==> src/rtl/pipe_datapath_pkg.sv <==
// Shared opcode map, instruction field positions and reset/squash defaults
// for the three-stage pipelined datapath.
package pipe_datapath_pkg;

  typedef enum logic [3:0] {
    OP_MV   = 4'd0,
    OP_ADD  = 4'd1,
    OP_SUB  = 4'd2,
    OP_CMP  = 4'd3,
    OP_LD   = 4'd4,
    OP_ST   = 4'd5,
    OP_MVHI = 4'd6,
    OP_NOP  = 4'd7,
    OP_J    = 4'd8,
    OP_JZ   = 4'd9,
    OP_JN   = 4'd10,
    OP_CALL = 4'd12
  } opcode_e;

  localparam int OP_MSB    = 3;
  localparam int OP_LSB    = 0;
  localparam int IMM_BIT   = 4;
  localparam int RX_MSB    = 7;
  localparam int RX_LSB    = 5;
  localparam int RY_MSB    = 10;
  localparam int RY_LSB    = 8;
  localparam int IMM8_LSB  = 8;
  localparam int IMM11_LSB = 5;

  localparam logic [15:0] NOP_IR_DEF = 16'h0007;
  localparam logic [2:0]  LINK_REG   = 3'd7;

  function automatic logic writes_reg(input logic [3:0] op);
    return (op == OP_MV) || (op == OP_ADD) || (op == OP_SUB) ||
           (op == OP_MVHI) || (op == OP_LD) || (op == OP_CALL);
  endfunction

endpackage

==> src/rtl/pipe_datapath_p_regfile.sv <==
// Eight-entry register file: two combinational read ports with write-through
// of the same-cycle write, one write port, and a flat image for observation.
module regfile_p #(
  parameter int DATA_W = 16
) (
  input  logic                   clk,
  input  logic                   reset,
  input  logic                   we,
  input  logic [2:0]             waddr,
  input  logic [DATA_W-1:0]      wdata,
  input  logic [2:0]             raddr_a,
  input  logic [2:0]             raddr_b,
  output logic [DATA_W-1:0]      rdata_a,
  output logic [DATA_W-1:0]      rdata_b,
  output logic [7:0][DATA_W-1:0] regs_image
);

  logic [DATA_W-1:0] regs_reg [8];

  always_ff @(posedge clk) begin
    if (reset) begin
      for (int i = 0; i < 8; i++) regs_reg[i] <= '0;
    end else if (we) begin
      regs_reg[waddr] <= wdata;
    end
  end

  assign rdata_a = (we && (waddr == raddr_a)) ? wdata : regs_reg[raddr_a];
  assign rdata_b = (we && (waddr == raddr_b)) ? wdata : regs_reg[raddr_b];

  generate
    for (genvar gi = 0; gi < 8; gi++) begin : g_image
      assign regs_image[gi] = regs_reg[gi];
    end
  endgenerate

endmodule

==> src/rtl/pipe_datapath_p.sv <==
// Three-stage (F, D/X, W) datapath with sync instruction fetch, branch
// resolution in X with a single squash bubble, and optional W->X bypass.
module pipe_datapath_p
  import pipe_datapath_pkg::*;
#(
  parameter int          DATA_W = 16,
  parameter int          FWD_EN = 1,
  parameter logic [15:0] NOP_IR = NOP_IR_DEF
) (
  input  logic                   clk,
  input  logic                   reset,
  output logic [DATA_W-1:0]      o_pc_addr,
  input  logic [15:0]            i_pc_rddata,
  output logic [DATA_W-1:0]      o_ldst_addr,
  output logic [DATA_W-1:0]      o_ldst_wrdata,
  output logic                   o_ldst_rd,
  output logic                   o_ldst_wr,
  input  logic [DATA_W-1:0]      i_ldst_rddata,
  input  logic                   i_stall,
  output logic                   o_n,
  output logic                   o_z,
  output logic [7:0][DATA_W-1:0] o_tb_regs
);

  localparam logic [DATA_W-1:0] PC_STEP = DATA_W'(2);

  logic [DATA_W-1:0] pc_reg, pc_d_reg, pc_x_reg;
  logic [15:0]       ir_d_reg, ir_x_reg;
  logic              d_held_reg, w_held_reg;
  logic [DATA_W-1:0] a_x_reg, b_x_reg, res_w_reg;
  logic [3:0]        op_w_reg;
  logic [2:0]        rx_w_reg;
  logic              n_reg, z_reg;

  logic [15:0]       ir_d;
  logic [DATA_W-1:0] rd_a, rd_b;
  logic              w_we, rf_we;
  logic [2:0]        w_dst;
  logic [DATA_W-1:0] w_data;

  // The sync fetch memory keeps reading the held address during a stall, so
  // the word already delivered to D is captured and replayed afterwards.
  assign ir_d = d_held_reg ? ir_d_reg : i_pc_rddata;

  assign w_we   = writes_reg(op_w_reg);
  assign rf_we  = w_we && !i_stall;
  assign w_dst  = (op_w_reg == OP_CALL) ? LINK_REG : rx_w_reg;
  assign w_data = ((op_w_reg == OP_LD) && !w_held_reg) ? i_ldst_rddata : res_w_reg;

  regfile_p #(.DATA_W(DATA_W)) u_regfile (
    .clk        (clk),
    .reset      (reset),
    .we         (rf_we),
    .waddr      (w_dst),
    .wdata      (w_data),
    .raddr_a    (ir_d[RX_MSB:RX_LSB]),
    .raddr_b    (ir_d[RY_MSB:RY_LSB]),
    .rdata_a    (rd_a),
    .rdata_b    (rd_b),
    .regs_image (o_tb_regs)
  );

  logic [3:0]        op_x;
  logic [2:0]        rx_x, ry_x;
  logic [DATA_W-1:0] imm8_x, imm11_x, rx_val, ry_val, opb, alu_res, target;
  logic              set_flags, br_cond, taken;

  assign op_x    = ir_x_reg[OP_MSB:OP_LSB];
  assign rx_x    = ir_x_reg[RX_MSB:RX_LSB];
  assign ry_x    = ir_x_reg[RY_MSB:RY_LSB];
  assign imm8_x  = {{(DATA_W-8){ir_x_reg[15]}}, ir_x_reg[15:IMM8_LSB]};
  assign imm11_x = {{(DATA_W-11){ir_x_reg[15]}}, ir_x_reg[15:IMM11_LSB]};

  assign rx_val = ((FWD_EN != 0) && w_we && (w_dst == rx_x)) ? w_data : a_x_reg;
  assign ry_val = ((FWD_EN != 0) && w_we && (w_dst == ry_x)) ? w_data : b_x_reg;
  assign opb    = ir_x_reg[IMM_BIT] ? imm8_x : ry_val;
  assign target = ir_x_reg[IMM_BIT] ? (pc_x_reg + {imm11_x[DATA_W-2:0], 1'b0}) : rx_val;

  always_comb begin
    alu_res   = '0;
    set_flags = 1'b0;
    br_cond   = 1'b0;
    case (op_x)
      OP_MV:         alu_res = opb;
      OP_ADD:        begin alu_res = rx_val + opb; set_flags = 1'b1; end
      OP_SUB,
      OP_CMP:        begin alu_res = rx_val - opb; set_flags = 1'b1; end
      OP_MVHI:       alu_res = (imm8_x << 8) | {{(DATA_W-8){1'b0}}, rx_val[7:0]};
      OP_J:          br_cond = 1'b1;
      OP_JZ:         br_cond = z_reg;
      OP_JN:         br_cond = n_reg;
      OP_CALL:       begin br_cond = 1'b1; alu_res = pc_x_reg + PC_STEP; end
      default:       ;
    endcase
  end

  assign taken         = br_cond && !i_stall && !reset;
  assign o_pc_addr     = taken ? target : pc_reg;
  assign o_ldst_addr   = ry_val;
  assign o_ldst_wrdata = rx_val;
  assign o_ldst_rd     = (op_x == OP_LD) && !i_stall && !reset;
  assign o_ldst_wr     = (op_x == OP_ST) && !i_stall && !reset;
  assign o_n           = n_reg;
  assign o_z           = z_reg;

  always_ff @(posedge clk) begin
    if (reset) begin
      pc_reg     <= '0;
      pc_d_reg   <= '0;
      pc_x_reg   <= '0;
      ir_d_reg   <= NOP_IR;
      d_held_reg <= 1'b1;
      ir_x_reg   <= NOP_IR;
      a_x_reg    <= '0;
      b_x_reg    <= '0;
      op_w_reg   <= NOP_IR[OP_MSB:OP_LSB];
      rx_w_reg   <= NOP_IR[RX_MSB:RX_LSB];
      res_w_reg  <= '0;
      w_held_reg <= 1'b0;
      n_reg      <= 1'b0;
      z_reg      <= 1'b0;
    end else if (i_stall) begin
      if (!d_held_reg) begin
        ir_d_reg   <= i_pc_rddata;
        d_held_reg <= 1'b1;
      end
      // Load data is only valid for one cycle; keep it for the resumed write.
      if (!w_held_reg) begin
        res_w_reg  <= w_data;
        w_held_reg <= 1'b1;
      end
    end else begin
      pc_reg     <= o_pc_addr + PC_STEP;
      pc_d_reg   <= o_pc_addr;
      d_held_reg <= 1'b0;
      ir_x_reg   <= taken ? NOP_IR : ir_d;
      pc_x_reg   <= pc_d_reg;
      a_x_reg    <= rd_a;
      b_x_reg    <= rd_b;
      op_w_reg   <= op_x;
      rx_w_reg   <= rx_x;
      res_w_reg  <= alu_res;
      w_held_reg <= 1'b0;
      if (set_flags) begin
        n_reg <= alu_res[DATA_W-1];
        z_reg <= (alu_res == '0);
      end
    end
  end

endmodule

==> config.mk <==
export PLATFORM = sky130hd
export DESIGN_NAME = pipe_datapath_p
export DESIGN_NICKNAME = d
export VERILOG_FILES = /design/src/rtl/pipe_datapath_pkg.sv /design/src/rtl/pipe_datapath_p_regfile.sv /design/src/rtl/pipe_datapath_p.sv
export SDC_FILE = /design/constraint.sdc
export NUM_CORES = 1
export LEC_CHECK = 0
export BUFFER_PORTS_ARGS = -buffer_cell sky130_fd_sc_hd__buf_4
export CAP_MARGIN = 0
export CORE_MARGIN = 8
export CORE_UTILIZATION = 63
export CTS_CLUSTER_DIAMETER = 150
export DETAILED_ROUTE_END_ITERATION = 8
export PLACE_DENSITY_LB_ADDON = 0.12
export SYNTH_ARGS = -nofsm -noshare
export SYNTH_HDL_FRONTEND = slang
export SYNTH_SLANG_ARGS = --single-unit
export TNS_END_PERCENT = 20
==> constraint.sdc <==
create_clock -name clk -period 15.2 [get_ports clk]
set_clock_uncertainty 0.2 [all_clocks]
set_input_delay 0 -clock clk [delete_from_list [all_inputs] [get_ports clk]]
set_output_delay 0 -clock clk [all_outputs]
set_load 0.05 [all_outputs]
Word-level counts from Yosys, hierarchy flattened
Memory sizes are Yosys's and may differ from the RTL's. A register that Yosys moved wholly into a read port is not among the register bits.
Index checks and enable logic that the tools add are counted.

word-level totals
  bits in registers = 107
  bits in writable memories = 128
  input port bits = 35
  output and inout port bits = 180
  word-level logic and storage cells = 89
  memories kept = 1

operators by class
  add/subtract/negate cells = 5
  equal/unequal tests = 18
  muxes and demuxes = 23
  bitwise operators = 2
  reductions and logical operators = 28

memories
  name                depth  bits a word  rd ports  clocked after memory_dff  wr ports  RTL line                       source
  u_regfile.regs_reg  8      16           10        2                         8         pipe_datapath_p_regfile.sv:18  logic [DATA_W-1:0] regs_reg [8];

operator list
  cell                     count
  $mux W16                 11
  $pmux W16 S5             1
  $add A16 B16 Y16         2
  $add A16 B2 Y16 const B  2
  $eq A4 B3 Y1 const B     5
  $eq A4 B4 Y1 const B     5
  $logic_not A16 Y1        1
  $or A16 B8 Y16           1
  $reduce_or A16 Y1        1
  $sub A16 B16 Y16         1
  $eq A4 B2 Y1 const B     3
  $logic_and A1 B1 Y1      10
  $eq A4 B1 Y1 const B     2
  $logic_not A4 Y1         2
  $mux W1                  8
  $eq A3 B3 Y1             2
  $mux W3                  2
  $logic_not A1 Y1         5
  $logic_or A1 B1 Y1       5
  $reduce_or A2 Y1         2
  $pmux W1 S3              1
  $reduce_or A3 Y1         1
  $ne A2 B2 Y1 const B     1
  $reduce_and A2 Y1        1
  $not A1 Y1               1

Logic depth before layout (Yosys ltp)
  word-level depth = 12
  depth in mapped cells = 25
  gate-level depth less buffers = 23

Cells and area by module
Synthesis repeated with hierarchy kept, for this count alone.

second synthesis, totals
  cell total of the unflattened synthesis = 1600
  area total of the unflattened synthesis = 16758.6 um^2

by module, submodules not included
  module           instances  cells an instance  area each (um^2)  sequential area each (um^2)
  pipe_datapath_p  1          1155               9305.2            2762.6
  regfile_p        1          445                7453.4            3843.7

Worst setup path before layout
Ideal clock, no wire load.

  kind = register to register
  start = register op_w_reg[3]
  end = register z_reg (netlist: o_z)
  setup time = 84 ps
  arrival = 5264 ps
  required time = 14916 ps
  slack = 9652 ps
  cell stages (with the launch flop) = 22
  path buffers = 2
  clock period less this slack = 5548 ps
  cells stage by stage = dfxtp_1 -> nor4bb_4 -> buf_6 -> or2_4 -> o311a_4 -> a21o_4 -> buf_6 -> o21ai_1 -> mux2i_1 -> xor2_1 -> ha_1 -> nor2b_1 -> o31a_1 -> nor4_1 -> o31ai_1 -> a21oi_1 -> o21ai_0 -> mux2i_1 -> a221o_1 -> nor4_1 -> nand4b_1 -> o31ai_2

on the way
  cells in the longest elaborated chain, start to end = 12
  elaborated cells on any way between the ends = 26
  classes of those cells = add/sub (2); eq/ne (7); mux (6); bitwise (1); reduce/logical (10)

RTL lines
  element                                               RTL line                                      source
  from (decl)                                           pipe_datapath_p.sv:31                         logic [3:0] op_w_reg;
  from (signal assigned)                                pipe_datapath_p.sv:116                        op_w_reg <= NOP_IR[OP_MSB:OP_LSB];
  from (signal assigned)                                pipe_datapath_p.sv:140                        op_w_reg <= op_x;
  $eq A4 B1 Y1 or $logic_not A4 Y1 (tied branches)      pipe_datapath_pkg.sv:34                       return (op == OP_MV) || (op == OP_ADD) || (op == OP_SUB) ||
  $logic_or A1 B1 Y1 (3 in series)                      pipe_datapath_pkg.sv:34
  $logic_or A1 B1 Y1 (2 in series)                      pipe_datapath_pkg.sv:35                       (op == OP_MVHI) || (op == OP_LD) || (op == OP_CALL);
  $logic_and A1 B1 Y1                                   pipe_datapath_p.sv:75                         assign ry_val = ((FWD_EN != 0) && w_we && (w_dst == ry_x)) ? w_data : b_x_reg;
  $mux W16 *                                            pipe_datapath_p.sv:75
  net o_ldst_addr[2]                                    pipe_datapath_p.sv:14                         output logic [DATA_W-1:0] o_ldst_addr,
  $mux W16 *                                            pipe_datapath_p.sv:76                         assign opb = ir_x_reg[IMM_BIT] ? imm8_x : ry_val;
  $sub A16 B16 Y16 or $add A16 B16 Y16 (tied branches)  pipe_datapath_p.sv:87, pipe_datapath_p.sv:85
  $pmux W16 S5 *                                        pipe_datapath_p.sv:83                         case (op_x)
  $logic_not A16 Y1 *                                   pipe_datapath_p.sv:146                        z_reg <= (alu_res == '0);
  to (signal assigned)                                  pipe_datapath_p.sv:146
  to (decl)                                             pipe_datapath_p.sv:33                         logic n_reg, z_reg;

The timed path passes the listed nets; every way through them passes the cells marked *.
A chain may end at the register's enable or synchronous reset.

Worst setup path after layout
  start = register op_w_reg[2]
  end = register z_reg (netlist: o_z)

on the way
  cells in the longest elaborated chain, start to end = 12
  elaborated cells on any way between the ends = 26
  classes of those cells = add/sub (2); eq/ne (7); mux (6); bitwise (1); reduce/logical (10)

RTL lines
  element                                               RTL line
  $eq A4 B1 Y1 or $logic_not A4 Y1 (tied branches)      pipe_datapath_pkg.sv:34
  $logic_or A1 B1 Y1 (3 in series)                      pipe_datapath_pkg.sv:34
  $logic_or A1 B1 Y1 (2 in series)                      pipe_datapath_pkg.sv:35
  $logic_and A1 B1 Y1                                   pipe_datapath_p.sv:75
  $mux W16                                              pipe_datapath_p.sv:75
  $mux W16                                              pipe_datapath_p.sv:76
  $sub A16 B16 Y16 or $add A16 B16 Y16 (tied branches)  pipe_datapath_p.sv:87, pipe_datapath_p.sv:85
  $pmux W16 S5 *                                        pipe_datapath_p.sv:83
  $logic_not A16 Y1 *                                   pipe_datapath_p.sv:146

Mark *: on every way between the ends. The rest lies on a longest branch, timed or not.

==> results.md <==
* Asr flop ratio synth at 0%
* Area contributors post-synth: edfxtp_1 (24%), dfxtp_1 (17%), nor2_1 (6.9%)
* CTS Buf Count at 28
* Simple-gate share of the synthesized area at 21.6%
* CTS H-tree depth at 1
* Via count at 16022
* Starting DRC count in detailed routing at 2403
* Worst EP arrival at 6.34 ns
* GP Congestion at 1.03
* Gr ovfl total at 0
* # Max-Cap Violations at 0
* Static leakage at 7.86 nW
* Fin crit period at 6.07 ns
* Synth unique cells at 86
* Final period util at 39.9%
* Mapped Area at 0.0160 mm2
* RSZ-0062 raised after global routing: false
* CP max stage delay at 0.71 ns
* Worst slack, placed at 9.34 ns
* Rows at 58
* Post-DP HPWL at 40900 um
* CP Launch Type: register
* Number of enable flip-flop cells after synthesis at 128
* Die footprint at 0.0308 mm2
* Final setup TNS at 0 ns
* Nets at 2091
* Largest family of logic cells by synthesized area: simple AND/OR/NAND/NOR gates
* Critical path's most frequent cell: a21oi_1
* Crit-path cells: nor4bb_4, or2_4, o311a_4, a21o_4, nor2_1, a21oi_1, inv_1, o31ai_1, a21oi_1, xor2_1, ha_1, o21a_1, o31a_1, nor4_1, o31ai_1, a21oi_1, o21ai_0, mux2i_1, a221o_1, nor4_1, nand4b_1, o31ai_2
* Outcome: complete, no violations
* Syn Inst Count at 1837
* Clk pwr share at 34.4%
* Die X at 175 um
* Number of synthesis warnings at 0
* Antenna violations before repair at 0
* Setup CP Type: register to register
* CP max FO at 33
* Clock Path Buffers at 3
* Power Dens Cells at 107 mW/mm2
* Worst path top cell family by delay: compound AO/OA/AOI/OAI gates
* Critical path buffers and inverters at 1
* Chip Height at 175 um
* Adder-Cell Fraction of Synth Area at 2.75%
* Final Hold Fails at 0
* Synth Area per Inst at 8.72 um2
* Synth Area in Compound Gates at 16.4%
* Slowest CP cell: nor4bb_4
* Area grow syn2layout at 19.9%
* Max Clock Freq at 0.165 GHz
* Critical path required time at 15.47 ns
* P_int at 0.00136 W
* Worst-skew pair later-pin latency at 0.58 ns
* Switching pwr at 0.000692 W
* Post-DR wirelength/cell at 24.9 um
* Largest net degree at the start of global routing at 68
* Max reg flops at 128
* Post-synth top area cell: edfxtp_1
* Sw frac at 33.7%
* Layout cell share with drive strength beyond 1 at 18.8%
* Synth Register Bits at 266
* Post-CTS setup buffer count at 0
* First-pass DRT Iterations at 6
* Final WS setup at 9.13 ns
* Logic pwr share at 26.2%
* Core ar. at 0.0251 mm2
* Total wire length after detailed routing at 59100 um
* Initial Util at 63.8%
* Xor/xnor share of the synthesized area at 3.55%
* Total power at 0.00206 W
* Slew Limit Fails at 0
* Top_reg_cell synth: dfxtp_1
* CTS tree: yes
* Fillers at 1726
* Worst slew pin tran at 1.35 ns
* Buffers on Ports at 214
* Root buf cell: clkbuf_16
* Ant. Diodes at 0
* Synth Net Count at 1906
* # DRC at 0
* Antenna Violating Nets Remaining at 0
* Crit end category: register
* First-pass GRT wire length at 90700 um
* Vias per cell at 6.75
* I/O Pins at 215
* Top-area cell type share of the netlist area at 24.0%
* Sequential share of the synthesized area at 41.2%
* Maximum VDD drop at 0.101 mV
* Worst slew margin at 7.61%
* Worst Hold Class: primary input to register
* Clk slew on worst S/H paths at 0.07 ns
* Part of the power in registers at 39.3%
* Setup Viol. Count Final at 0
* Total track usage at 37.2%
* Vias in the first global route at 15427
* Post-synthesis mux area share at 10.1%
* Clock sinks at 266
routing by layer:
layer / track usage [%] / wire [um] / share of wire, %
met3: 7.43 / 7440 / 13
met2: 59.6 / 27100 / 46
met5: 0 / 0 / 0
met4: 16.4 / 3060 / 5.2
met1: 48.3 / 21500 / 36
cell type report:
type / instances / area (um2) / area share (%)
inverter: 34 / 128 / 0.664
tap: 330 / 413 / 2.15
clock inverter: 15 / 139 / 0.723
clock buffer: 37 / 818 / 4.26
sequential: 266 / 6610 / 34.4
multi-input combinational: 1399 / 8790 / 45.8
timing repair buffer: 293 / 2310 / 12.0
power groups by stage:
| stage | registers (W) | clock network (W) | logic (W) |
|---|---|---|---|
| 2_1_floorplan | 0.000854 | 0 | 0.000324 |
| 3_3_place_gp | 0.000820 | 0 | 0.000509 |
| 3_5_place_dp | 0.000821 | 0 | 0.000512 |
| 4_1_cts | 0.000806 | 0.000704 | 0.000525 |
| 5_1_grt | 0.000810 | 0.000731 | 0.000572 |
| 6_report | 0.000809 | 0.000708 | 0.000540 |
cell families (layout without fill, tap and decap cells):
group,after synthesis,count (layout)
AND/OR/NAND/NOR,780,780
AO/OA/AOI/OAI,400,400
flip-flops,266,266
buffers and inverters,172,379
multiplexers,120,120
XOR/XNOR,65,65
adder cells (fa/ha/maj),34,34
timing repair:
action                                 4_1_cts  5_1_grt
endpoints found under the hold margin      207        0
hold buffers                                44        0
gates resized for setup                      0        0
worst reg2reg max path: cells and delay by family, from the launching register on:
family / cells / cell delay (ns)
buffers and inverters: 1 / 0.12
muxes: 1 / 0.12
DFF: 1 / 0.41
adders and majority gates: 1 / 0.35
and+or+nand+nor: 6 / 1.56
xor gates and xnor gates: 1 / 0.20
AOI/OAI and AO/OA: 12 / 3.04
final timing paths:
path                                   end  cells after the start  slack [ns]             start
worst max-delay path                   o_z                     22        9.13       op_w_reg[2]
worst min register to register   pc_reg[8]                      2        0.27         pc_reg[8]
worst max register to register         o_z                     22        9.13       op_w_reg[2]
worst min-delay path            a_x_reg[2]                      7        0.06  i_ldst_rddata[2]
stage by stage:
| stage | util (%) | cells | hold slack [ns] | instance area [um2] |
|---|---|---|---|---|
| global route | 76.5 | 2374 | 0.0828 | 19200 |
| global placement | 70.9 | 2278 | 0.0239 | 17800 |
| detailed placement | 70.9 | 2278 | 0.0281 | 17800 |
| finish | 76.5 | 2374 | 0.0596 | 19200 |
| CTS | 76.5 | 2374 | 0.00429 | 19200 |
| floorplan | - | 1837 | -0.0759 | 16000 |
cell usage in the layout, fill, tap and decap left out, types with 15 or more instances in the layout:
cell type,n
a21oi_1,103
xor2_1,27
nand2b_1,19
a211oi_1,26
a22o_1,21
nand2_1,260
dfxtp_1,138
mux4_2,32
edfxtp_1,128
nor2_1,294
nor3_1,15
xnor2_1,38
clkbuf_16,30
mux2_2,19
dlygate4sd3_1,44
nand3_1,82
inv_1,34
ha_1,32
o21ai_0,106
and3_1,26
mux2i_1,63
buf_4,249
synth_stat cells, drive strengths merged (26+ instances only):
master / number
inv: 34
nand2: 263
edfxtp: 128
mux4: 32
xnor2: 38
ha: 32
dfxtp: 138
mux2i: 69
a211oi: 27
nand3: 82
and3: 26
xor2: 27
buf: 28
clkbuf: 110
a21oi: 104
o21ai: 117
nor2: 297
Note: power is estimated with default switching activity, not from simulation.
